--- src/rtl/dp_ram_stream_reader_pkg.sv ---
// Shared types and sizing for the RAM burst reader and its capture buffer.
package dp_ram_stream_reader_pkg;

  typedef enum logic [1:0] {
    ST_IDLE   = 2'd0,
    ST_FETCH  = 2'd1,
    ST_DRAIN  = 2'd2,
    ST_FINISH = 2'd3
  } state_e;

  localparam int unsigned BUF_DEPTH   = 4;
  localparam int unsigned ISSUE_LIMIT = 2;
  localparam int unsigned OCC_W       = $clog2(BUF_DEPTH + 1);

endpackage

--- src/rtl/dp_ram_stream_reader_if.sv ---
// AXI-Stream style output bus of the burst reader.
interface dp_ram_stream_reader_if #(
  parameter int unsigned DATA_WIDTH = 32
);
  logic [DATA_WIDTH-1:0] m_tdata;
  logic                  m_tvalid;
  logic                  m_tready;
  logic                  m_tlast;

  modport master (output m_tdata, output m_tvalid, output m_tlast, input m_tready);
  modport slave  (input m_tdata, input m_tvalid, input m_tlast, output m_tready);
endinterface

--- src/rtl/dp_ram_stream_reader_stream_skid_fifo.sv ---
// Small capture FIFO whose head word and valid flag come straight from flops.
module dp_ram_stream_reader_stream_skid_fifo #(
  parameter int unsigned DATA_WIDTH = 32,
  parameter int unsigned DEPTH      = 4,
  localparam int unsigned CNT_W     = $clog2(DEPTH + 1),
  localparam int unsigned PTR_W     = $clog2(DEPTH)
) (
  input  logic                  clk,
  input  logic                  reset,
  input  logic                  push,
  input  logic [DATA_WIDTH-1:0] push_data,
  input  logic                  pop,
  output logic [CNT_W-1:0]      occupancy,
  output logic                  head_valid,
  output logic [DATA_WIDTH-1:0] head_data
);

  logic [DATA_WIDTH-1:0] mem_q [DEPTH];
  logic [DATA_WIDTH-1:0] mem_d [DEPTH];
  logic [PTR_W-1:0]      rd_q, rd_d, wr_q, wr_d;
  logic [CNT_W-1:0]      cnt_q, cnt_d;
  logic                  valid_q, valid_d;
  logic [DATA_WIDTH-1:0] head_q, head_d;
  logic                  pop_ok, push_ok;

  function automatic logic [PTR_W-1:0] ptr_inc(input logic [PTR_W-1:0] p);
    return (p == PTR_W'(DEPTH - 1)) ? '0 : p + PTR_W'(1);
  endfunction

  // Popped slots are zeroed so an empty buffer presents zero data.
  always_comb begin
    mem_d   = mem_q;
    rd_d    = rd_q;
    wr_d    = wr_q;
    pop_ok  = pop && (cnt_q != '0);
    push_ok = push && ((cnt_q != CNT_W'(DEPTH)) || pop_ok);
    if (pop_ok) begin
      mem_d[rd_q] = '0;
      rd_d        = ptr_inc(rd_q);
    end
    if (push_ok) begin
      mem_d[wr_q] = push_data;
      wr_d        = ptr_inc(wr_q);
    end
    cnt_d   = cnt_q + CNT_W'(push_ok) - CNT_W'(pop_ok);
    valid_d = (cnt_d != '0);
    head_d  = mem_d[rd_d];
  end

  always_ff @(posedge clk) begin
    if (reset) begin
      mem_q   <= '{default: '0};
      rd_q    <= '0;
      wr_q    <= '0;
      cnt_q   <= '0;
      valid_q <= 1'b0;
      head_q  <= '0;
    end else begin
      mem_q   <= mem_d;
      rd_q    <= rd_d;
      wr_q    <= wr_d;
      cnt_q   <= cnt_d;
      valid_q <= valid_d;
      head_q  <= head_d;
    end
  end

  assign occupancy  = cnt_q;
  assign head_valid = valid_q;
  assign head_data  = head_q;

endmodule

--- src/rtl/dp_ram_stream_reader.sv ---
// Fetches a contiguous burst from a registered-read RAM port and streams it out
// with full backpressure; reads are throttled so the capture buffer never overflows.
module dp_ram_stream_reader
  import dp_ram_stream_reader_pkg::*;
#(
  parameter int unsigned DATA_WIDTH = 32,
  parameter int unsigned ADDR_WIDTH = 8
) (
  input  logic                  clk,
  input  logic                  reset,
  input  logic                  start,
  input  logic [ADDR_WIDTH-1:0] base_addr,
  input  logic [ADDR_WIDTH:0]   length,
  output logic [ADDR_WIDTH-1:0] ram_addr,
  output logic                  ram_en,
  input  logic [DATA_WIDTH-1:0] ram_data,
  dp_ram_stream_reader_if.master m_axis,
  output logic                  busy,
  output logic                  done
);

  localparam int unsigned LEN_W  = ADDR_WIDTH + 1;
  localparam int unsigned LOAD_W = OCC_W + 1;

  state_e                state_q, state_d;
  logic [ADDR_WIDTH-1:0] addr_q, addr_d;
  logic                  en_q, en_d;
  logic                  en_last_q, en_last_d;
  logic                  pend_q, pend_d;
  logic                  pend_last_q, pend_last_d;
  logic [LEN_W-1:0]      left_q, left_d;
  logic                  busy_q, busy_d;
  logic                  done_q, done_d;

  logic [OCC_W-1:0]      fifo_occ;
  logic [OCC_W-1:0]      occ_next_c;
  logic [LOAD_W-1:0]     load_c;
  logic                  pop_c;
  logic [DATA_WIDTH:0]   head_c;
  logic                  head_valid_c;

  dp_ram_stream_reader_stream_skid_fifo #(
    .DATA_WIDTH (DATA_WIDTH + 1),
    .DEPTH      (BUF_DEPTH)
  ) u_fifo (
    .clk        (clk),
    .reset      (reset),
    .push       (pend_q),
    .push_data  ({pend_last_q, ram_data}),
    .pop        (pop_c),
    .occupancy  (fifo_occ),
    .head_valid (head_valid_c),
    .head_data  (head_c)
  );

  assign pop_c = m_axis.m_tvalid && m_axis.m_tready;

  // Issue decision looks one cycle ahead because ram_en is registered.
  always_comb begin
    occ_next_c  = fifo_occ + OCC_W'(pend_q) - OCC_W'(pop_c);
    load_c      = LOAD_W'(occ_next_c) + LOAD_W'(en_q);
    state_d     = state_q;
    addr_d      = addr_q;
    en_d        = 1'b0;
    en_last_d   = 1'b0;
    pend_d      = en_q;
    pend_last_d = en_last_q;
    left_d      = left_q;
    busy_d      = busy_q;
    done_d      = 1'b0;
    case (state_q)
      ST_IDLE: begin
        if (start) begin
          if (length == '0) begin
            state_d = ST_FINISH;
            done_d  = 1'b1;
          end else begin
            state_d   = ST_FETCH;
            busy_d    = 1'b1;
            en_d      = 1'b1;
            addr_d    = base_addr;
            left_d    = length - LEN_W'(1);
            en_last_d = (length == LEN_W'(1));
          end
        end
      end
      ST_FETCH: begin
        if (left_q == '0) begin
          state_d = ST_DRAIN;
        end else if (load_c <= LOAD_W'(ISSUE_LIMIT)) begin
          en_d      = 1'b1;
          addr_d    = addr_q + ADDR_WIDTH'(1);
          left_d    = left_q - LEN_W'(1);
          en_last_d = (left_q == LEN_W'(1));
        end
      end
      ST_DRAIN: begin
        if ((occ_next_c == '0) && !en_q) begin
          state_d = ST_FINISH;
          busy_d  = 1'b0;
          done_d  = 1'b1;
        end
      end
      ST_FINISH: state_d = ST_IDLE;
      default:   state_d = ST_IDLE;
    endcase
  end

  always_ff @(posedge clk) begin
    if (reset) begin
      state_q     <= ST_IDLE;
      addr_q      <= '0;
      en_q        <= 1'b0;
      en_last_q   <= 1'b0;
      pend_q      <= 1'b0;
      pend_last_q <= 1'b0;
      left_q      <= '0;
      busy_q      <= 1'b0;
      done_q      <= 1'b0;
    end else begin
      state_q     <= state_d;
      addr_q      <= addr_d;
      en_q        <= en_d;
      en_last_q   <= en_last_d;
      pend_q      <= pend_d;
      pend_last_q <= pend_last_d;
      left_q      <= left_d;
      busy_q      <= busy_d;
      done_q      <= done_d;
    end
  end

  assign ram_addr        = addr_q;
  assign ram_en          = en_q;
  assign busy            = busy_q;
  assign done            = done_q;
  assign m_axis.m_tvalid = head_valid_c;
  assign m_axis.m_tdata  = head_c[DATA_WIDTH-1:0];
  assign m_axis.m_tlast  = head_c[DATA_WIDTH];

endmodule

--- src/flat_wrapper.sv ---
// flat-port wrapper written by rule: the top's interface ports become plain ports
module dp_ram_stream_reader_flat import dp_ram_stream_reader_pkg::*;
#(
  parameter int unsigned DATA_WIDTH = 32,
  parameter int unsigned ADDR_WIDTH = 8
)
  (clk, reset, start, base_addr, length, ram_addr, ram_en, ram_data, busy, done, m_axis_m_tdata, m_axis_m_tvalid, m_axis_m_tlast, m_axis_m_tready);
  dp_ram_stream_reader_if #(.DATA_WIDTH(DATA_WIDTH)) m_axis_i ();
  input  logic clk;
  input  logic reset;
  input  logic start;
  input  logic [ADDR_WIDTH-1:0] base_addr;
  input  logic [ADDR_WIDTH:0] length;
  output logic [ADDR_WIDTH-1:0] ram_addr;
  output logic ram_en;
  input  logic [DATA_WIDTH-1:0] ram_data;
  output logic busy;
  output logic done;
  output wire logic [$bits(m_axis_i.m_tdata)-1:0] m_axis_m_tdata;
  output wire logic [$bits(m_axis_i.m_tvalid)-1:0] m_axis_m_tvalid;
  output wire logic [$bits(m_axis_i.m_tlast)-1:0] m_axis_m_tlast;
  input wire logic [$bits(m_axis_i.m_tready)-1:0] m_axis_m_tready;
  assign m_axis_m_tdata = m_axis_i.m_tdata;
  assign m_axis_m_tvalid = m_axis_i.m_tvalid;
  assign m_axis_m_tlast = m_axis_i.m_tlast;
  assign m_axis_i.m_tready = m_axis_m_tready;
  dp_ram_stream_reader #(.DATA_WIDTH(DATA_WIDTH), .ADDR_WIDTH(ADDR_WIDTH)) u_core (.clk(clk), .reset(reset), .start(start), .base_addr(base_addr), .length(length), .ram_addr(ram_addr), .ram_en(ram_en), .ram_data(ram_data), .m_axis(m_axis_i), .busy(busy), .done(done));
endmodule
--- config.mk ---
export PLATFORM = sky130hd
export DESIGN_NAME = dp_ram_stream_reader_flat
export DESIGN_NICKNAME = d
export VERILOG_FILES = /design/src/rtl/dp_ram_stream_reader_pkg.sv /design/src/rtl/dp_ram_stream_reader_if.sv /design/src/rtl/dp_ram_stream_reader_stream_skid_fifo.sv /design/src/rtl/dp_ram_stream_reader.sv /design/src/flat_wrapper.sv
export SDC_FILE = /design/constraint.sdc
export NUM_CORES = 1
export LEC_CHECK = 0
export BUFFER_PORTS_ARGS = -buffer_cell sky130_fd_sc_hd__buf_2
export CORE_MARGIN = 3
export CORE_UTILIZATION = 60
export DETAILED_ROUTE_END_ITERATION = 10
export PLACE_DENSITY = 0.81
export SETUP_SLACK_MARGIN = 0.05
export SYNTH_ARGS = -nofsm -noshare
export SYNTH_HDL_FRONTEND = slang
export SYNTH_SLANG_ARGS = --single-unit
export TNS_END_PERCENT = 100
--- constraint.sdc ---
create_clock -name clk -period 4.8 [get_ports clk]
set_input_delay 0 -clock clk [delete_from_list [all_inputs] [get_ports clk]]
set_output_delay 0 -clock clk [all_outputs]
set_load 0.01 [all_outputs]
* Yosys cells after proc, flatten, opt, wreduce, memory -nomap -nowiden
Index checks and enable logic that the tools add are counted.
** Operators by class
- Bitwise operators :: 5
- Reductions and logical operators :: 19
- Add/subtract/negate cells :: 10
- Equality and inequality tests :: 14
- Muxes and demuxes :: 46
- $lt $le $gt $ge :: 6
** Operator list (count)
- two-way mux 132 bit :: 2
- AND 132 bit :: 1
- bitwise mux 132 bit :: 1
- demux 33 bit (select 2 bit) :: 2
- two-way mux 33 bit :: 4
- NOT 132 bit :: 1
- binary-select mux 33 bit (select 2 bit) :: 1
- two-way mux 9 bit :: 4
- two-way mux 8 bit :: 4
- == test 9 x 1 -> 1 bit (second input constant) :: 2
- logical NOT 9 bit :: 2
- one-hot mux 9 bit (2 select lines) :: 1
- subtractor 9 x 1 -> 9 bit (second input constant) :: 2
- one-hot mux 8 bit (2 select lines) :: 1
- two-way mux 1 bit :: 14
- two-way mux 2 bit :: 7
- >= comparator 3 bit (second input constant) :: 3
- NOT 2 -> 3 bit :: 3
- adder 8 x 1 -> 8 bit (second input constant) :: 1
- == test 2 bit (second input constant) :: 4
- one-hot mux 1 bit (2 select lines) :: 4
- one-hot mux 2 bit (4 select lines) :: 1
- adder 3 x 1 -> 3 bit :: 2
- logical AND 1 bit :: 6
- 18 further kinds :: 27
** Storage, ports and cells
- Word-level logic and storage cells :: 118
- Register bits :: 198
- Output and inout bits :: 45
- Input bits :: 53

* Longest topological paths before layout
- Depth in word-level cells :: 13
- Depth in mapped cells :: 14
- Depth with buffers taken out :: 13

* Cells and area by module
A second synthesis with hierarchy kept.
** Second synthesis, totals
- Cell total of the unflattened synthesis :: 965
- Area, all modules :: 8790.9 sq um
** By module, submodules not included
- dp_ram_stream_reader_stream_skid_fifo :: seq. area each 3463.3 sq um, times used 1, cells each 737, area each 6912.9 sq um
- dp_ram_stream_reader :: seq. area each 500.5 sq um, times used 1, cells each 228, area each 1878.1 sq um

* Worst setup path after synthesis
No wires, ideal clock.
- Path type :: register -> register
- Start :: reg u_core.u_fifo.valid_q, in the netlist u_core.u_fifo.head_valid
- End :: reg u_core.addr_q[3], in the netlist u_core.ram_addr[3]
- Data required time :: 4.670 ns
- Library setup time :: 0.130 ns
- Path buffers :: 1
- Clock period less this slack :: 3.044 ns
- Arrival :: 2.914 ns
- Stages on the path, launching flop included :: 15
- Setup slack :: 1.756 ns
- Cell sequence :: dfxtp_1 and2_1 ha_1 inv_1 ha_1 inv_1 fa_1 inv_1 ha_1 and3_1 a31oi_2 clkbuf_1 nand2_1 o211ai_1 o31ai_1
** Between the ends
- Word-level cells in the longest chain between the ends :: 6
** Ends and longest elaborated chain
- start: declaration :: line dp_ram_stream_reader_stream_skid_fifo.sv:22 : logic valid_q, valid_d;
- start signal: assignment :: line dp_ram_stream_reader_stream_skid_fifo.sv:63 : valid_q <= valid_d;
- logical AND 1 bit :: line dp_ram_stream_reader.sv:56 : assign pop_c = m_axis.m_tvalid && m_axis.m_tready;
- subtractor 3 x 1 -> 3 bit :: line dp_ram_stream_reader.sv:60 : occ_next_c = fifo_occ + OCC_W'(pend_q) - OCC_W'(pop_c);
- adder 3 x 1 -> 4 bit :: line dp_ram_stream_reader.sv:61 : load_c = LOAD_W'(occ_next_c) + LOAD_W'(en_q);
- <= comparator 4 x 2 -> 1 bit :: line dp_ram_stream_reader.sv:90 : end else if (load_c <= LOAD_W'(ISSUE_LIMIT)) begin
- inequality test 2 x 1 -> 1 bit (no line)
- AND reduction 5 bit (no line)
- end signal: assignment :: line dp_ram_stream_reader.sv:122 : addr_q <= addr_d;
- end: declaration :: line dp_ram_stream_reader.sv:26 : logic [ADDR_WIDTH-1:0] addr_q, addr_d;
Every way passes these cells.
A chain may end at the register's enable or synchronous reset.

* Final worst setup path
- Start :: reg u_core.pend_q
- End :: reg u_core.left_q[7]
** Between the ends
- Word-level cells in the longest chain between the ends :: 6
** Ends and longest elaborated chain
- start: declaration :: line dp_ram_stream_reader.sv:29 : logic pend_q, pend_d;
- start signal: assignment :: line dp_ram_stream_reader.sv:125 : pend_q <= pend_d;
- adder 3 x 1 -> 3 bit :: line dp_ram_stream_reader.sv:60
- subtractor 3 x 1 -> 3 bit :: line dp_ram_stream_reader.sv:60
- adder 3 x 1 -> 4 bit :: line dp_ram_stream_reader.sv:61
- <= comparator 4 x 2 -> 1 bit :: line dp_ram_stream_reader.sv:90
- inequality test 2 x 1 -> 1 bit (no line)
- AND reduction 5 bit (no line)
- end signal: assignment :: line dp_ram_stream_reader.sv:127 : left_q <= left_d;
- end: declaration :: line dp_ram_stream_reader.sv:31 : logic [LEN_W-1:0] left_q, left_d;
Every way passes these cells.

==> run_results.csv <==
group,metric,value,unit
timing,report.final.hold_viol_count,0,
logic_synthesis,async_reset_ff_frac,0,
power,p_int,3.32,mW
power,p_sw,1.46,mW
critical_path,crit_start,"u_core.pend_q$_SDFF_PP0_",
place,io_buffers,97,
clock_network,cts_root_buf,"clkbuf_16",
routing,drt_iter0_markers,797,
clock_network,cts_resized,0,
clock_network,cts_made_buffers,17,
place,place_hpwl,13100,um
finish,drive_gt1_frac,0.143,
clock_network,cts_max_level,4,
critical_path,worstPathMaxFanout,17,
timing,min_period,3.56,ns
logic_synthesis,avgSynthCellArea,8.80,sq um
logic_synthesis,synth_fp_nets,1101,
timing,worst_slew_pin_slew,0.887,ns
logic_synthesis,synth_ff_type,"dfxtp_1",
routing,ant_nets,0,
floorplan,rows,44,
timing,period_share,0.742,
timing,drv_slew,0,
finish,final_cells,1314,
logic_synthesis,synth_seq_cells,198,
job,maxCapViolCount,0,
hold_path,whs_path_depth,5,
floorplan,die_x,129,um
floorplan,initial_core_util,0.616,
global_route,gr-total-overflow,0,
logic_synthesis,ys_top_cells_by_area,"dfxtp_1 (44%), nor2_1 (9.2%), mux2i_1 (7.8%), a21boi_0 (5.5%), a31oi_1 (4.7%)",
clock_network,clkSlewWorstSetupHoldPaths,0.07,ns
global_route,grt_max_degree,83,
power,p_leak,4.77,nW
power,pwr-share-seq,0.409,
routing,wl_met1,9830,um
power,pwr-share-comb,0.261,
clock_network,cts_tree,"yes",
place,dp_cells,1241,
critical_path,critPathRequiredTime,5.12,ns
routing,drt_wl_total,22200,um
logic_synthesis,synth-edff-count,0,
hold_path,min_from,"length[4]",
logic_synthesis,synth_adder_area_share,0.0336,
critical_path,r2r-start,"u_core.pend_q$_SDFF_PP0_",
floorplan,die_area,0.0165,sq mm
logic_synthesis,ys_types,65,
finish,finalNetCount,1194,
timing,max_clock_freq,281,MHz
timing,maxSlewHeadroom,0.407,
routing,met2WireLength,10800,um
finish,area_growth,18.0,%
floorplan,coreArea,0.0146,sq mm
timing,skew,0.0103,ns
power,p_clk_frac,0.331,
global_route,grt_pass1_vias,7508,
floorplan,ios,98,
logic_synthesis,synth_compound_area_frac,0.239,
logic_synthesis,syn_area,0.00902,sq mm
logic_synthesis,synth_xor_area_frac,0.00943,
routing,drtPass1Iterations,5,
logic_synthesis,synth_area_leader_cell,"dfxtp_1",
finish,fin_util,0.727,
timing,fin_tns_setup,0,ns
logic_synthesis,yosys_warnings,0,
routing,wl_met3,1260,um
timing,rsz0062_at_grt,"false",
power,swShare,0.306,
timing,setup_viol,0,
clock_network,clock_latency,0.44,ns
power,vdd_drop_max,0.300,mV
routing,top_layer,"met4",
logic_synthesis,synth_seq_area_share,0.439,
finish,num_antenna_cells,0,
global_route,grt_antenna_before_repair,0,
logic_synthesis,synth_top_family_by_area,"compound AO/OA/AOI/OAI gates",
power,p_per_area,449,mW/mm^2
routing,drcViolationCount,0,
finish,finalInstanceArea,0.0106,sq mm
logic_synthesis,synthSimpleGateAreaFrac,0.140,
routing,viasPerCell,6.07,
critical_path,slowest_stage,"a31oi_2",
logic_synthesis,yosysTopAreaCellShare,0.439,
critical_path,cp-start-kind,"flip-flop",
critical_path,r2r_cells,13,
global_route,grt_util_all_layers,0.270,
power,p_total,4.78,mW
critical_path,crit_type,"flip-flop to flip-flop",
logic_synthesis,synth.area.mux_share,0.0776,
critical_path,critPathMaxStageDelay,0.70,ns
status,status,"finished, final reports clean",
routing,wl_per_cell,16.9,um
critical_path,crit_path_frequent_cell,"inv_1",
clock_network,clock_path_buffers,2,
routing,via_count,7976,
hold_path,hp-class,"input pin to flip-flop",
critical_path,crit_arrival,3.88,ns
critical_path,end_kind,"flip-flop",
place,placed_cell_area,0.00956,sq mm
floorplan,die_h,129,um
clock_network,cts.sinks,198,
place,gp_congestion,0.850,
logic_synthesis,synth_cells,1025,
critical_path,path_cells,"inv_1, ha_1, inv_1, ha_1, inv_1, fa_1, inv_1, ha_1, and3_1, a31oi_2, o21ai_0, o211ai_1, o31ai_1",
global_route,grt_pass1_wl,36600,um
synth_stat cells (all sizes together), types with 3 or more instances:
| cell | instances |
|---|---|
| nor2 | 220 |
| dfxtp | 198 |
| mux2i | 70 |
| a31oi | 69 |
| a21boi | 66 |
| inv | 55 |
| clkbuf | 54 |
| o221ai | 33 |
| o22a | 33 |
| buf | 28 |
| nand2 | 28 |
| a21oi | 23 |
| ha | 21 |
| o21ai | 17 |
| nor3 | 16 |
| o31ai | 12 |
| o211ai | 10 |
| nand3 | 7 |
| nor4 | 6 |
| nor2b | 5 |
| xnor2 | 5 |
| o311ai | 4 |
| or4 | 4 |
| a211oi | 3 |
| o2111ai | 3 |
routing by layer:
| layer | track usage | vias to the layer above |
|---|---|---|
| met2 | 0.450 | 284 |
| li1 | - | 3838 |
| met1 | 0.359 | 3824 |
| met4 | 0.0914 | 0 |
| met5 | 0 | - |
| met3 | 0.0452 | 30 |
critical path, delay by kind of cell (launching register included):
kind	cells	cell delay [ns]
and+or+nand+nor	1	0.16
DFF	1	0.49
buffers and inverters	4	0.27
adders and majority gates	4	1.26
AOI/OAI and AO/OA	4	1.27
power groups by stage:
stage	Sequential [mW]	Clock, mW	Combinational (mW)
4_1_cts	1.95	1.60	1.24
3_3_place_gp	1.98	0	1.18
6_report	1.95	1.58	1.25
2_1_floorplan	1.98	0	0.889
3_5_place_dp	1.98	0	1.21
5_1_grt	1.97	1.66	1.38
cells by family (layout without fill, tap and decap cells):
kind of cell	count (synthesis)	count (layout)
adder cells (fa/ha/maj)	23	23
flip-flops	198	198
AND/OR/NAND/NOR	300	300
multiplexers	70	70
buffers and inverters	137	242
XOR/XNOR	8	8
AO/OA/AOI/OAI	289	289
final timing paths:
| path | endpoint | slack, ns |
|---|---|---|
| min | u_core.en_last_q$_SDFF_PP0_ | 0.03 |
| min reg2reg | u_core.pend_last_q$_SDFF_PP0_ | 0.45 |
| max reg2reg | u_core.left_q[7]$_SDFFE_PP0P_ | 1.24 |
| max | u_core.left_q[7]$_SDFFE_PP0P_ | 1.24 |
final cells by class:
type	instances	area, sq um
well taps	184	230
repair buffers	156	1040
flip-flops and latches	198	3960
inverters	55	206
clock inverters	8	168
clock buffers	23	498
multi-input cells	690	4540
fillers	1120	4000
cells in the final DEF (no fill, tap or decap), types with 3 or more instances in the layout:
cell type        n
nor2_1         220
a31oi_1         68
o211ai_1         8
nor2b_1          5
a21boi_0        66
nand3_1          7
mux2i_1         70
o2111ai_1        3
o21ai_1          4
o21ai_2          4
or4_1            3
buf_4           18
clkbuf_16       17
o311ai_1         3
nand2_1         27
nor3_1          16
o221ai_1        33
inv_1           55
a21oi_1         23
ha_1            21
nor4_1           5
xnor2_1          5
buf_2           96
o21ai_0          9
dfxtp_1        198
bufinv_16        5
o31ai_1         12
dlygate4sd3_1   42
clkbuf_8         5
o22a_1          33
through the flow:
stage	setup slack, ns	hold slack, ns
global route	1.04	0.0602
detailed placement	1.28	0.294
finish	1.24	0.0328
CTS	1.25	0.0164
floorplan	1.76	0.163
global placement	1.44	0.288
state kept, by name, indices dropped and copies added, names as in the netlist, 2 cells and up:
name                     cells
u_core.u_fifo.mem_q        132
u_core.u_fifo.occupancy      3
u_core.left_q                9
u_core.state_q               2
u_core.u_fifo.wr_q           2
u_core.ram_addr              8
u_core.u_fifo.head_data     33
u_core.u_fifo.rd_q           2
what timing repair did:
item                                   CTS  global route
buffers inserted                         0             0
hold buffers                            42             0
endpoints found under the hold margin  132             0
Note: power is estimated with default switching activity, not from simulation.
